==> config.mk <==
export PLATFORM = sky130hd
export DESIGN_NAME = instruction_fetch
export DESIGN_NICKNAME = d
export VERILOG_FILES = /design/src/rtl/instruction_fetch_pkg.sv /design/src/rtl/return_stack.sv /design/src/rtl/instruction_fetch.sv
export SDC_FILE = /design/constraint.sdc
export NUM_CORES = 1
export LEC_CHECK = 0
export ABC_AREA = 0
export BUFFER_PORTS_ARGS = -buffer_cell sky130_fd_sc_hd__buf_2
export CAP_MARGIN = 20
export CORE_UTILIZATION = 53
export DETAILED_ROUTE_END_ITERATION = 8
export HOLD_SLACK_MARGIN = 0.08
export PLACE_DENSITY_LB_ADDON = 0.15
export SLEW_MARGIN = 20
export SYNTH_ARGS = -nofsm -noshare
export SYNTH_HDL_FRONTEND = slang
export SYNTH_SLANG_ARGS = --single-unit
export TNS_END_PERCENT = 100
==> constraint.sdc <==
create_clock -name clk -period 3 [get_ports clk]
set_input_delay 0.75 -clock clk [delete_from_list [all_inputs] [get_ports clk]]
set_output_delay 0.75 -clock clk [all_outputs]
set_load 0.01 [all_outputs]
==> src/rtl/instruction_fetch_pkg.sv <==
// Shared fetch-stage constants: NOP encoding, PC geometry, reset vector and
// the bit fields that form a GOTO/CALL target (instr[10:0] plus PCLATH[4:3]).
package instruction_fetch_pkg;

    localparam int          PC_W       = 13;
    localparam int          INSTR_W    = 14;
    localparam logic [12:0] RESET_VEC  = 13'h0000;
    localparam logic [13:0] NOP        = 14'h0000;

    localparam int JT_MSB     = 10;
    localparam int JT_LSB     = 0;
    localparam int PCLATH_MSB = 4;
    localparam int PCLATH_LSB = 3;

    // Page bits from PCLATH on top of the 11-bit in-page address.
    function automatic logic [PC_W-1:0] jump_target(
        input logic [PCLATH_MSB-PCLATH_LSB:0] page,
        input logic [JT_MSB-JT_LSB:0]         offset
    );
        return {page, offset};
    endfunction

endpackage

==> src/rtl/return_stack.sv <==
// Circular hardware return stack; pop wins over push. With STACK_FLAGS_EN
// defined it also tracks occupancy and raises sticky overflow/underflow flags.
module return_stack #(
    parameter int WIDTH = 13,
    parameter int DEPTH = 8
) (
    input  logic             clk,
    input  logic             rst_n,
    input  logic             push,
    input  logic             pop,
    input  logic [WIDTH-1:0] push_data,
`ifdef STACK_FLAGS_EN
    input  logic             flag_clr,
    output logic             ovf,
    output logic             unf,
`endif
    output logic [WIDTH-1:0] pop_data
);

    localparam int SPW = $clog2(DEPTH);

    logic [WIDTH-1:0] mem [DEPTH];
    logic [SPW-1:0]   sp;
    logic [SPW-1:0]   sp_dec;

    assign sp_dec   = sp - SPW'(1);
    assign pop_data = mem[sp_dec];

    // Pointer simply wraps: a push past full overwrites the oldest slot and a
    // pop from empty returns whatever the wrapped slot holds.
    always_ff @(posedge clk or negedge rst_n) begin
        if (!rst_n) begin
            sp <= '0;
            for (int i = 0; i < DEPTH; i++) mem[i] <= '0;
        end else if (pop) begin
            sp <= sp_dec;
        end else if (push) begin
            mem[sp] <= push_data;
            sp      <= sp + SPW'(1);
        end
    end

`ifdef STACK_FLAGS_EN
    localparam logic [SPW:0] FULL = (SPW+1)'(DEPTH);

    logic [SPW:0] occ;

    // Clear is written first so a same-cycle set event overrides it.
    always_ff @(posedge clk or negedge rst_n) begin
        if (!rst_n) begin
            occ <= '0;
            ovf <= 1'b0;
            unf <= 1'b0;
        end else begin
            if (flag_clr) begin
                ovf <= 1'b0;
                unf <= 1'b0;
            end
            if (pop) begin
                if (occ == '0) unf <= 1'b1;
                else           occ <= occ - 1'b1;
            end else if (push) begin
                if (occ == FULL) ovf <= 1'b1;
                else             occ <= occ + 1'b1;
            end
        end
    end
`endif

endmodule

==> src/rtl/instruction_fetch.sv <==
// PIC16 fetch stage: program counter, instruction register and return stack.
// Define STACK_FLAGS_EN to add stack_ovf / stack_unf / stack_flag_clr.
module instruction_fetch
    import instruction_fetch_pkg::*;
#(
    parameter int                  PC_WIDTH     = PC_W,
    parameter int                  STACK_DEPTH  = 8,
    parameter logic [PC_WIDTH-1:0] RESET_VECTOR = PC_WIDTH'(RESET_VEC)
) (
    input  logic                clk,
    input  logic                rst_n,
    input  logic                pc_incr_en,
    input  logic                pc_j_en,
    input  logic                pc_call_en,
    input  logic                pc_ret_en,
    input  logic                instr_rd_en,
    input  logic                instr_flush,
    input  logic [4:0]          pclath,
    input  logic [INSTR_W-1:0]  prog_data,
`ifdef STACK_FLAGS_EN
    input  logic                stack_flag_clr,
    output logic                stack_ovf,
    output logic                stack_unf,
`endif
    output logic [PC_WIDTH-1:0] prog_addr,
    output logic [PC_WIDTH-1:0] pc,
    output logic [INSTR_W-1:0]  instr_current
);

    logic [PC_WIDTH-1:0] target;
    logic [PC_WIDTH-1:0] ret_addr;
    logic                push;

    assign target    = PC_WIDTH'(jump_target(pclath[PCLATH_MSB:PCLATH_LSB],
                                             instr_current[JT_MSB:JT_LSB]));
    assign push      = pc_call_en & ~pc_ret_en;
    assign prog_addr = pc;

    // PC already points past the instruction in the IR, so CALL pushes it as-is.
    always_ff @(posedge clk or negedge rst_n) begin
        if (!rst_n)                      pc <= RESET_VECTOR;
        else if (pc_ret_en)              pc <= ret_addr;
        else if (pc_call_en || pc_j_en)  pc <= target;
        else if (pc_incr_en)             pc <= pc + 1'b1;
    end

    always_ff @(posedge clk or negedge rst_n) begin
        if (!rst_n)           instr_current <= NOP;
        else if (instr_flush) instr_current <= NOP;
        else if (instr_rd_en) instr_current <= prog_data;
    end

    return_stack #(
        .WIDTH (PC_WIDTH),
        .DEPTH (STACK_DEPTH)
    ) u_stack (
        .clk       (clk),
        .rst_n     (rst_n),
        .push      (push),
        .pop       (pc_ret_en),
        .push_data (pc),
`ifdef STACK_FLAGS_EN
        .flag_clr  (stack_flag_clr),
        .ovf       (stack_ovf),
        .unf       (stack_unf),
`endif
        .pop_data  (ret_addr)
    );

endmodule

==> impl_summary.md, run 1 <==
Synth
The Yosys warning count is 0. Ranked by instance count, the synthesized netlist is headed by 134 x dfrtp_1, 107 x mux2_2, 32 x nor2_1. After synthesis, the share of flip-flops with an asynchronous set or reset is 100%. The most common flop cell mapped by yosys is dfrtp_1. The share of Yosys cell area claimed by the top area cell type is 51.6%. Ranked by total cell area, the synthesized netlist is headed by dfrtp_1 52%, mux2_2 19%, mux4_2 6.6%, mux2i_1 3.9%, mux4_1 2.0%. The cell with the most instances after synthesis is dfrtp_1. The synthesized area is 6490 µm². Counting every net in the synthesized netlist gives 504.

The mean cell area of the mapped netlist is 13.7 µm². Sequential cells were found to cover 51.6% of the synthesized design area. Counting flops with a built-in enable in the synthesized netlist gives 0. The post-synthesis register bit count is 134. The cell count after synthesis is 474.

The count of cell types in the netlist is 47. The largest area contributor in the synthesized netlist is dfrtp_1.

Setup path
STA puts the critical path data required time at 3.30 ns. The launching instance or port of the critical path is u_stack.sp[1]$_DFFE_PN0P_. In this run the worst path has a maximum fanout of 18.

The largest stage delay on the critical path is 0.49 ns. Grouping stages by cell kind, the critical path spends the most delay in multiplexers. The critical path class is flop to flop.

The critical path startpoint category is a flop. The endpoint of the most critical setup path is pc[8]$_DFFE_PN0P_. In this run the critical register-to-register path is launched from u_stack.sp[1]$_DFFE_PN0P_. Walking the worst path, the cells encountered are inv_1 -> ha_1 -> buf_4 -> mux4_2 -> mux2_2 -> a32o_1. Measured in cells, the most critical reg-to-reg path has a length of 6. The endpoint class of the critical path is a flop. The register-to-register path setup slack is 0.52 ns. The cell with the biggest individual delay on the critical path is dfrtp_1. Data on the critical path arrives at its endpoint at 2.78 ns. The number of buffers and inverters on the critical path is 2. The total stage count of the critical path is 6. In this run the critical register-to-register path is captured at pc[8]$_DFFE_PN0P_.

Finish
The count of nets after finishing is 557. The number of antenna diodes in the final layout is 0. The area added between synthesis and finish is 15.6%. Of the cells placed in the final design, the portion with a size suffix greater than 1 is 46.4%.

After filler insertion, the fill cell instance count of the layout stands at 922.

Floorplan
In this run the count of I/O pins placed on the die edge is 67. The die area is 12700 µm². The floorplan has 40 rows. The horizontal die dimension is 113 µm. The region available for standard cell placement spans 12000 µm². The initial utilization of the core area, before any placement, comes to 54.3%. The y dimension of the die is 113 µm.

GRT
The via count of the first global-routing pass was 4182. The number of antenna violations at the first check in global routing is 0. The maximum number of pins on one net before global-route repair is 59.

The combined global-route utilization of all metal layers is 24.6%. The global route total overflow is 0. The first global-routing pass estimated 23000 µm of wire.

Timing
The top achievable clock speed is 403 MHz. The tightest hold path in the finished design has a slack of 0.280 ns. The number of max-slew violations in the final report is 0. The share of the clock period used by the worst path is 82.7%. The clock arrives with 0.00705 ns of skew.

The aggregate negative setup slack is 0 ns. In this run the tightest slew margin relative to its limit is 46.3%. The final-report setup violation count is 0.

The worst path needs 2.48 ns of the cycle, external delays included. Setup repair after global routing left no endpoint under its margin. The slew at the pin closest to its max-slew limit is 0.806 ns. The hold violation count in the final report is 0.

Power
The total power of the final layout is 8.14 mW. The static power due to leakage is 3.56 nW. Power spread over the standard cell area amounts to 1080 nW/µm². Across the VDD grid, the largest voltage drop is 0.475 mV.

CTS
The total of hold buffers inserted after clock tree synthesis is 0. Buffers added to address setup during post-CTS repair amount to 0. The clock-pin transition on the worst setup and hold timing paths is 0.06 ns. The longest clock path from root to sink contains 2 buffers.

In this run, CTS created clock tree buffers numbering 17. The count of clock tree sinks is 134. After clock tree synthesis, the repair step resized 0 gates.

The H-tree was split into 4 levels. The tree is rooted in a clkbuf_16. TritonCTS built the clock tree. The latest clock arrival within the worst-skew pair is 0.42 ns.

Detailed routing
The final layout contains routed wiring with a total length of 14100 µm. In this run the remaining antenna-violating nets after routing total 0. The via count of the routed design is 4092.

The vias per cell is 5.97. After the first detailed-routing iteration, the DRC count stood at 281. The final routed DRC violation total is 0.

The iteration count of the initial detailed-routing pass is 5. Dividing the detail-routed wire length by the instance count gives 20.5 µm.

Placement
During placement, the flow inserted port buffers numbering 63. Detailed placement finished with a half-perimeter wire length of 9440 µm. At the end of routability-driven placement, the weighted congestion stood at 0.814.

Job
The total of max-cap violations is 0.

Run status
The run finished with clean final reports.

Worst hold path
The path class of the tightest hold or removal check is primary input to async pin.
==> flip-flops by register name, summed over array words and instances (netlist names) <==
signal         count
pc                13
instr_current     14
u_stack.mem      104
u_stack.sp         3
==> layout by cell type, fill, tap and decap left out, types with 3 or more instances in the layout <==
master / synthesis / layout
dfrtp_1: 134 / 133
mux2_2: 107 / 107
buf_2: 5 / 62
nor2_1: 32 / 32
mux2i_1: 25 / 25
buf_4: 17 / 21
mux4_2: 19 / 19
clkbuf_16: 0 / 17
o21ai_0: 13 / 13
nand2_1: 9 / 9
nand4_1: 7 / 7
nand3_1: 7 / 7
mux4_1: 5 / 5
clkbuf_8: 0 / 5
a21oi_1: 4 / 4
a211o_1: 4 / 4
xnor2_1: 4 / 4
inv_1: 3 / 3
nor3_4: 3 / 3
o31ai_1: 3 / 3
nor4_1: 3 / 3
or3_1: 3 / 3
a211oi_1: 3 / 3
o22ai_1: 3 / 3
ha_1: 3 / 3
bufinv_16: 0 / 3
clkinv_2: 0 / 3
==> final cells by class <==
type | instances | area, µm² | area share (%)
tap | 147 | 184 | 2.45
sequential | 134 | 3350 | 44.7
clock inverter | 8 | 120 | 1.60
multi-input combinational | 285 | 2830 | 37.7
inverter | 4 | 15.0 | 0.200
timing repair buffer | 85 | 508 | 6.77
clock buffer | 23 | 498 | 6.63
==> where the power goes <==
group	switching (mW)	leakage, nW	internal [mW]	total, mW
sequential	0.659	1.74	2.51	3.17
clock	0.735	0.301	1.41	2.14
combinational	1.29	1.52	1.53	2.83
==> per-layer routing <==
metal,wire (µm),GRT usage (%)
met5,0,0
met4,221,8.98
met3,761,5.68
met2,6710,38.2
met1,6390,34.1
==> per-stage QoR <==
step	worst slack (ns)	util (%)	area (µm²)	std cells
6_report	0.520	62.8	7510	686
5_1_grt	0.364	62.8	7510	686
4_1_cts	0.548	62.8	7510	686
3_5_place_dp	0.549	57.6	6890	655
3_3_place_gp	0.578	57.6	6890	655
2_1_floorplan	0.921	-	6490	474
==> worst min path at each step <==
stage	slack, ns	depth (start not counted)	startpoint	end
after global placement	0.48	1	u_stack.mem[42]$_DFFE_PN0P_	u_stack.mem[42]$_DFFE_PN0P_
after detailed placement	0.49	1	u_stack.mem[68]$_DFFE_PN0P_	u_stack.mem[68]$_DFFE_PN0P_
after floorplan	0.45	0	rst_n	instr_current[0]$_DFFE_PN0P_
after CTS	0.28	1	rst_n	instr_current[12]$_DFFE_PN0P_
after global routing	0.30	1	rst_n	instr_current[12]$_DFFE_PN0P_
final	0.28	1	rst_n	instr_current[11]$_DFFE_PN0P_
==> cells by family after synthesis <==
kind of cell	share of synthesized area [%]
adders and majority gates	0.578
muxes	31.0
buffers and inverters	4.95
and+or+nand+nor	5.90
DFF	51.6
AOI/OAI and AO/OA	4.97
xor gates and xnor gates	0.944
No activity file was read; power rests on OpenSTA's default activity.
==> run 2, diff against run 1 <==
--- a/config.mk
+++ b/config.mk
@@ -5,7 +5,7 @@
 export SDC_FILE = /design/constraint.sdc
 export NUM_CORES = 1
 export LEC_CHECK = 0
-export ABC_AREA = 0
+export ABC_AREA = 1
 export BUFFER_PORTS_ARGS = -buffer_cell sky130_fd_sc_hd__buf_2
 export CAP_MARGIN = 20
 export CORE_UTILIZATION = 53
==> constraint.sdc (replaced) <==
create_clock -name clk -period 2.5 [get_ports clk]
set_input_delay 0.625 -clock clk [delete_from_list [all_inputs] [get_ports clk]]
set_output_delay 0.625 -clock clk [all_outputs]
set_load 0.01 [all_outputs]
==> run 2 against run 1 <==
  * Final area increased by 0.62%
  * Utilization down 0.40 points
  * Clock-buffer cell count up 6
  * Critical path depth decreased by 5
  * Synthesized area grew 1.9%
  * Via count is 43% higher
  * Largest power group is now combinational logic
  * Highest routed layer unchanged
==> impl_summary.md, run 2 <==
Placement
The number of buffer cells added on primary ports came to 63 (unchanged). The half-perimeter wire length after placement came to 11000 µm (was 9440 µm). The final weighted congestion in routability-driven placement is 0.820 (was 0.814). The instance area at placement is 7000 µm² (was 6890 µm²).

Timing
RSZ-0062 raised after global routing: no (unchanged). The final worst clock skew is 0.00598 ns (was 0.00705 ns). The number of max-slew violations in the final report is 0 (unchanged). The final-report setup violation count was 0 (unchanged). The aggregate negative setup slack is 0 ns (unchanged). Derived from the worst setup path, the maximum achievable clock frequency is 531 MHz. The hold violation count in the final report came to 0 (unchanged).

The share of the clock period used by the worst path is 75.3%. The slew at the pin closest to its max-slew limit is 0.666 ns (was 0.806 ns). The relative slew slack is 55.6% (was 46.3%). The worst path needs 1.88 ns of the cycle, external delays included.

Floorplan
The horizontal die dimension came to 114 µm (was 113 µm). The number of cell rows came to 40 (unchanged). The I/O pin count is 67 (unchanged). The die area is 12900 µm² (was 12700 µm²). The core region area is 12100 µm² (was 12000 µm²). The y dimension of the die is 114 µm (was 113 µm).

The starting density of the core is 54.6% (was 54.3%).

Finish
Registers with the most flip-flops: u_stack.mem x104, instr_current x14, pc x13 (unchanged). The number of flip-flops in the largest register is 104 (unchanged). The antenna diode instance count is 0 (unchanged). The fraction of layout cells with a size suffix above 1 is 14.0% (was 46.4%). The leading cell type in the layout, fill and taps excluded is nand2_1 (was dfrtp_1). Commonest non-fill, non-tap cells in the layout: 231 x nand2_1, 148 x o21ai_0, 134 x dfrtp_1 (was 133 x dfrtp_1, 107 x mux2_2, 62 x buf_2).

The area added between synthesis and finish is 14.2% (was 15.6%). The count of nets after finishing is 927 (was 557). The largest register by flop count is u_stack.mem (unchanged). The area of all placed cells without fillers is 7550 µm² (was 7510 µm²).

CTS
The latest clock arrival within the worst-skew pair is 0.42 ns (about the same). The total of hold buffers inserted after clock tree synthesis is 0 (unchanged). The number of cells upsized or downsized after cts is 0 (unchanged). The H-tree depth reported by CTS came to 4 (unchanged).

The total CTS buffers was 17 (unchanged). The post-CTS setup repair buffer count is 0 (unchanged). The clock-pin transition on the worst setup and hold timing paths is 0.05 ns (was 0.06 ns). The clock root buffer master is clkbuf_16 (unchanged). The largest buffer count on any clock path is 2 (unchanged). The TritonCTS clock tree is built (unchanged). The count of clock tree sinks was 134 (unchanged).

Detailed routing
The final routed DRC violation total is 0 (unchanged). The number of DRC violations after detailed-routing iteration 0 came to 501 (was 281). The vias per cell was 5.43 (was 5.97). The antenna violation net count after detailed routing is 0 (unchanged).

The total wire length is 17400 µm (was 14100 µm). The iteration count of the initial detailed-routing pass came to 5 (unchanged). The average wire length per cell after detail routing is 16.2 µm (was 20.5 µm).

The via count of the routed design is 5851 (was 4092).

Synth
Main area contributors after synthesis: dfrtp_1 51%, nand2_1 13%, o21ai_0 11%, nor2_1 5.1%, inv_1 3.9% (was dfrtp_1 52%, mux2_2 19%, mux4_2 6.6%, mux2i_1 3.9%, mux4_1 2.0%). The sequential fraction of the synthesis area is 50.7% (was 51.6%). The cell with the most instances after synthesis is nand2_1 (was dfrtp_1). The net count of the mapped netlist is 882 (was 504). The fraction of registers with async set or reset after synthesis was 100% (unchanged). The Yosys warning count is 0 (unchanged). Leading post-synthesis cells by instance count: 231 x nand2_1, 148 x o21ai_0, 134 x dfrtp_1 (was 134 x dfrtp_1, 107 x mux2_2, 32 x nor2_1). The mean cell area of the mapped netlist is 7.76 µm² (was 13.7 µm²). The cell count after synthesis came to 852 (was 474). The most common flop cell mapped by yosys is dfrtp_1 (unchanged). The synthesized area is 6620 µm² (was 6490 µm²). The largest area contributor in the synthesized netlist is dfrtp_1 (unchanged). The post-synthesis register bit count came to 134 (unchanged).

The share of Yosys cell area claimed by the top area cell type is 50.7% (was 51.6%). The count of cell types in the netlist came to 27 (was 47). The number of enable-type register cells in the synthesized netlist is 0 (unchanged).

GRT
The via count of the first global-routing pass is 5649 (was 4182). The fraction of met1 tracks used by global routing was 39.7% (was 34.1%). The global route total overflow is 0 (unchanged). The wire length of the first global-routing pass is 28700 µm (was 23000 µm).

The number of antenna violations at the first check in global routing was 0 (unchanged). The highest-utilization routing layer at the global route stage was met2 (unchanged). The maximum number of pins on one net before global-route repair is 59 (unchanged). The met2 global-route usage came to 48.0% (was 38.2%). The combined global-route utilization of all metal layers is 29.5% (was 24.6%). The met3 demand-to-capacity share in global routing is 6.54% (was 5.68%).

Setup path
The cell with the biggest individual delay on the critical path is dfrtp_1 (unchanged). The family of cells with the greatest summed delay on the critical path is flip-flops (was multiplexers). The endpoint class of the critical path is an output pin (was flop). Cells along the critical path: buf_2 (was inv_1 -> ha_1 -> buf_4 -> mux4_2 -> mux2_2 -> a32o_1). The endpoint of the worst-slack reg-to-reg timing path is pc[11]$_DFFE_PN0P_ (was pc[8]$_DFFE_PN0P_). The data arrival at the endpoint of the critical path was 1.26 ns (was 2.78 ns).

The register-to-register path setup slack is 0.63 ns (was 0.52 ns). The combined buffer and inverter count along the critical path is 1 (was 2). The critical path class is flop to output pin (was flop to flop). The cell count of the worst reg-to-reg path came to 10 (was 6). The worst flop-to-flop path startpoint is u_stack.sp[1]$_DFFE_PN0P_ (unchanged). The maximum fanout along the worst path was 10 (was 18).

The largest stage delay on the critical path came to 0.61 ns (was 0.49 ns). The worst path required time is 1.88 ns (was 3.30 ns). The critical path startpoint category is a flop (unchanged).

Job
The total of max-cap violations was 0 (unchanged).

Run status
Run status: finished, final reports clean (unchanged).

Power
The total power density per cell area is 1320 nW/µm² (was 1080 nW/µm²). The maximum VDD drop came to 1.47 mV (was 0.475 mV). The static power due to leakage was 3.70 nW (was 3.56 nW).

Worst hold path
The class of the tightest hold or removal check is primary input to async pin (unchanged).
[run 2: changes by cell type after synthesis, sizes merged, moves of 24 or more]
cell / delta
inv: +70
a21oi: +31
nand2: +222
mux2i: -25
mux2: -107
nor2: +61
o21ai: +137
nand3: +46
mux4: -24
[run 2: layer usage]
layer  share of wire [%]  vias to the layer above
met3                 5.3                       33
met4                 1.9                        0
met2                  48                      159
li1                    -                     2819
met5                   0                        -
met1                  45                     2840
[run 2: worst max-delay path by stage]
stage	start	cells after the start	slack, ns	end
2_1_floorplan	u_stack.sp[0]$_DFFE_PN0P_	14	0.37	pc[1]$_DFFE_PN0P_
3_3_place_gp	pc_ret_en	7	0.53	pc[9]$_DFFE_PN0P_
3_5_place_dp	pc_ret_en	9	0.51	u_stack.mem[37]$_DFFE_PN0P_
4_1_cts	pc[2]$_DFFE_PN0P_	1	0.62	pc[2]
5_1_grt	u_stack.sp[1]$_DFFE_PN0P_	10	0.39	pc[10]$_DFFE_PN0P_
6_report	pc[2]$_DFFE_PN0P_	1	0.62	pc[2]
[run 2: per-stage QoR]
| stage | power [mW] | setup WS (ns) | hold slack (ns) | std cells | util, % |
|---|---|---|---|---|---|
| 2_1_floorplan | 6.47 | 0.372 | 0.329 | 852 | - |
| 4_1_cts | 9.97 | 0.616 | 0.200 | 1078 | 62.4 |
| 3_3_place_gp | 7.46 | 0.525 | 0.461 | 1046 | 57.8 |
| 6_report | 9.95 | 0.618 | 0.182 | 1078 | 62.4 |
| 5_1_grt | 10.8 | 0.392 | 0.211 | 1078 | 62.4 |
| 3_5_place_dp | 7.62 | 0.507 | 0.470 | 1046 | 57.8 |
[run 2: logic make-up (layout without fill, tap and decap cells)]
group                    Yosys count  in the layout  share of synthesized area [%]
buffers and inverters            132            190                           8.91
AO/OA/AOI/OAI                    194            194                           15.3
adder cells (fa/ha/maj)            3              3                          0.567
XOR/XNOR                           2              2                          0.265
flip-flops                       134            134                           50.7
AND/OR/NAND/NOR                  387            387                           24.3
[run 2: power by group]
group          internal, mW  switching, mW
Clock                  1.47          0.859
Combinational          1.33           2.61
Sequential             3.05          0.630
[run 2: cell type report]
type / instances / area [µm²]
Tap cell: 168 / 210
Fill cell: 1091 / 4560
Timing Repair Buffer: 83 / 484
Multi-Input combinational cell: 586 / 2670
Clock buffer: 29 / 510
Clock inverter: 3 / 40.0
Sequential cell: 134 / 3350
Inverter: 75 / 282
==> run 3, diff against run 2 <==
==> constraint.sdc (replaced) <==
create_clock -name clk -period 1.6 [get_ports clk]
set_input_delay 0.4 -clock clk [delete_from_list [all_inputs] [get_ports clk]]
set_output_delay 0.4 -clock clk [all_outputs]
set_load 0.01 [all_outputs]
==> run 3 against run 2 <==
  * The run now ends with negative setup slack left
  * Non-clock buffer count is 51 higher
  * Cell count is 5.0% higher
  * Total power is 87% higher
  * Final area is 13% higher
  * Worst setup slack worse by 0.66 ns
  * Combinational power is 120% higher
  * Global-route usage is 1.2 points higher
  * Critical path type is now flop to flop
  * Critical endpoint is now pc[10]$_DFFE_PN0P_
==> impl_summary.md, run 3 (synthesis results as in run 2) <==
Setup path
The register-to-register path setup slack came to -0.04 ns (was 0.63 ns). The critical path class is flop to flop (was flop to output pin). The data arrival at the endpoint of the critical path is 2.00 ns (was 1.26 ns). The worst path required time is 1.95 ns (was 1.88 ns).

The cell count of the worst reg-to-reg path is 12 (was 10). The endpoint of the worst-slack reg-to-reg timing path is pc[10]$_DFFE_PN0P_ (was pc[11]$_DFFE_PN0P_). The maximum fanout along the worst path came to 6 (was 10). The endpoint class of the critical path is a flop (was output pin). The critical path startpoint category is a flop (unchanged). The worst flop-to-flop path startpoint is u_stack.sp[1]$_DFFE_PN0P_ (unchanged).

Finish
The count of non-filler cells in the finished layout is 1132 (was 1078). The count of nets after finishing is 981 (was 927). The area of all placed cells without fillers was 8510 µm² (was 7550 µm²). The area added between synthesis and finish is 28.7% (was 14.2%). The largest register by flop count is u_stack.mem (unchanged).

The number of flip-flops in the largest register is 104 (unchanged). The leading cell type in the layout, fill and taps excluded is nand2_1 (unchanged). Registers with the most flip-flops: u_stack.mem x104, instr_current x14, pc x13 (unchanged).

Commonest non-fill, non-tap cells in the layout: 228 x nand2_1, 131 x dfrtp_1, 128 x o21ai_0 (was 231 x nand2_1, 148 x o21ai_0, 134 x dfrtp_1). The fraction of layout cells with a size suffix above 1 was 22.1% (was 14.0%). The antenna diode instance count is 0 (unchanged).

GRT
The maximum number of pins on one net before global-route repair is 54 (was 59). The combined global-route utilization of all metal layers came to 30.7% (was 29.5%). The global route total overflow is 0 (unchanged). The via count of the first global-routing pass is 5898 (was 5649).

The wire length of the first global-routing pass is 29700 µm (was 28700 µm). The number of antenna violations at the first check in global routing was 0 (unchanged).

Timing
The final-report setup violation count is 6 (was 0). For the finished layout, the period the worst path requires is 1.64 ns. RSZ-0062 raised after global routing: yes (was no). The number of max-slew violations in the final report is 0 (unchanged). The relative slew slack was 74.3% (was 55.6%). Static timing analysis puts the maximum clock frequency at 608 MHz. The share of the clock period used by the worst path is 103%. The slew at the pin closest to its max-slew limit is 0.385 ns (was 0.666 ns). The post-route worst setup slack is -0.0440 ns (was 0.618 ns). The final worst clock skew was 0.0117 ns (was 0.00598 ns). The hold violation count in the final report is 0 (unchanged).

Floorplan
The core region area is 12100 µm² (unchanged). The die area was 12900 µm² (unchanged). The I/O pin count is 67 (unchanged).

The y dimension of the die was 114 µm (unchanged). The number of cell rows came to 40 (unchanged). The starting density of the core is 54.6% (unchanged). The horizontal die dimension was 114 µm (unchanged).

Placement
The post-placement cell count was 1077 (was 1046). The final weighted congestion in routability-driven placement is 0.889 (was 0.820). The instance area at placement is 7440 µm² (was 7000 µm²). The half-perimeter wire length after placement is 12000 µm (was 11000 µm). The number of buffer cells added on primary ports is 63 (unchanged).

Run status
The final reports fail on negative setup slack. Run status: complete, but fails checks (was finished, final reports clean).

CTS
The H-tree depth reported by CTS was 4 (unchanged). The TritonCTS clock tree is built (unchanged). The clock-pin transition on the worst setup and hold timing paths came to 0.06 ns (was 0.05 ns).

The clock root buffer master was clkbuf_16 (unchanged). The count of clock tree sinks is 134 (unchanged). The latest clock arrival within the worst-skew pair was 0.44 ns (was 0.42 ns). The largest buffer count on any clock path is 2 (unchanged).

The total CTS buffers is 17 (unchanged).

Detailed routing
The final routed DRC violation total is 0 (unchanged). The antenna violation net count after detailed routing is 0 (unchanged). The total wire length is 20600 µm (was 17400 µm). The average wire length per cell after detail routing is 18.2 µm (was 16.2 µm). The vias per cell is 5.61 (was 5.43).

The iteration count of the initial detailed-routing pass was 6 (was 5). The via count of the routed design is 6352 (was 5851). The number of DRC violations after detailed-routing iteration 0 is 567 (was 501).

Worst hold path
The worst hold path startpoint is prog_data[5]. The number of cells traversed by the worst hold path is 3. The class of the tightest hold or removal check is primary input to flop (was primary input to async pin). The end point of the most critical hold path is instr_current[5]$_DFFE_PN0P_.

Power
The static power due to leakage is 4.15 nW (was 3.70 nW). The total power density per cell area is 2190 nW/µm² (was 1320 nW/µm²). The maximum VDD drop is 1.65 mV (was 1.47 mV).

Job
The total of max-cap violations is 0 (unchanged).
-- run 3: changes by cell type in the layout (fill, tap and decap cells not counted), moves of 8 or more --
cell / delta
nor2_2: +8
o21ai_0: -20
nor2_1: -8
buf_12: +20
buf_4: +22
o21ai_1: +19
-- run 3: cell type report --
| type | count | area, µm² |
|---|---|---|
| Clock buffer | 19 | 443 |
| Multi-Input combinational cell | 587 | 2760 |
| Tap cell | 168 | 210 |
| Sequential cell | 134 | 3360 |
| Timing Repair Buffer | 134 | 1230 |
| Inverter | 75 | 302 |
| Timing Repair inverter | 2 | 25.0 |
| Clock inverter | 13 | 180 |
| Fill cell | 935 | 3600 |
-- run 3: how the worst max path moves through the flow --
stage	start	end	slack [ns]	cells past startpoint
floorplan	u_stack.sp[0]$_DFFE_PN0P_	pc[5]$_DFFE_PN0P_	-0.15	13
global placement	pc_call_en	u_stack.mem[62]$_DFFE_PN0P_	-0.29	8
detailed placement	pc_call_en	u_stack.mem[56]$_DFFE_PN0P_	-0.38	8
CTS	u_stack.sp[1]$_DFFE_PN0P_	pc[4]$_DFFE_PN0P_	-0.02	7
global route	u_stack.sp[0]$_DFFE_PN0P_	pc[12]$_DFFE_PN0P_	-0.14	11
finish	u_stack.sp[1]$_DFFE_PN0P_	pc[10]$_DFFE_PN0P_	-0.04	12
-- run 3: routing by layer --
metal | part of all wire (%) | vias up | track usage, % | wire length (µm)
met4 | 3.8 | 0 | 12.6 | 775
met3 | 7.9 | 66 | 7.07 | 1640
met5 | 0 | - | 0 | 0
li1 | - | 2943 | - | -
met2 | 48 | 314 | 50.0 | 9950
met1 | 40 | 3029 | 39.7 | 8280
-- run 3: worst max-delay path: stages (launching register included) --
cell and delay [ns]:
dfrtp_1 0.38, inv_2 0.07, ha_4 0.16, inv_1 0.06, nand2_1 0.10, nand2_2 0.10, nand2_2 0.08, inv_4 0.10
buf_12 0.13, nand2_1 0.06, nor2_2 0.16, nor2_1 0.06, a21oi_1 0.13
-- run 3: report_power, final --
group	internal [mW]	switching [mW]	total (mW)
registers	4.78	0.908	5.69
clock network	2.63	1.52	4.15
logic	3.57	5.21	8.78
total	11.0	7.63	18.6
-- run 3: what timing repair did --
| item | CTS | global route |
|---|---|---|
| pin swaps | 0 | 15 |
| endpoints found under the setup margin | 19 | 32 |
| hold endpoints to repair | 32 | 0 |
| resized for setup | 4 | 37 |
| gates cloned | 1 | 8 |
| hold buffers | 1 | 0 |
| buffers inserted | 1 | 13 |
-- run 3: through the flow --
stage               power [mW]  hold slack [ns]  TNS [ns]  util (%)  setup WS [ns]
finish                    18.6            0.198    -0.146      70.3        -0.0440
CTS                       17.1            0.196   -0.0371      67.0        -0.0153
detailed placement        12.8            0.321     -5.43      61.4         -0.380
global placement          12.5            0.323     -3.98      61.4         -0.292
global route              19.7            0.212    -0.956      70.3         -0.137
floorplan                 10.5            0.104     -1.63         -         -0.153
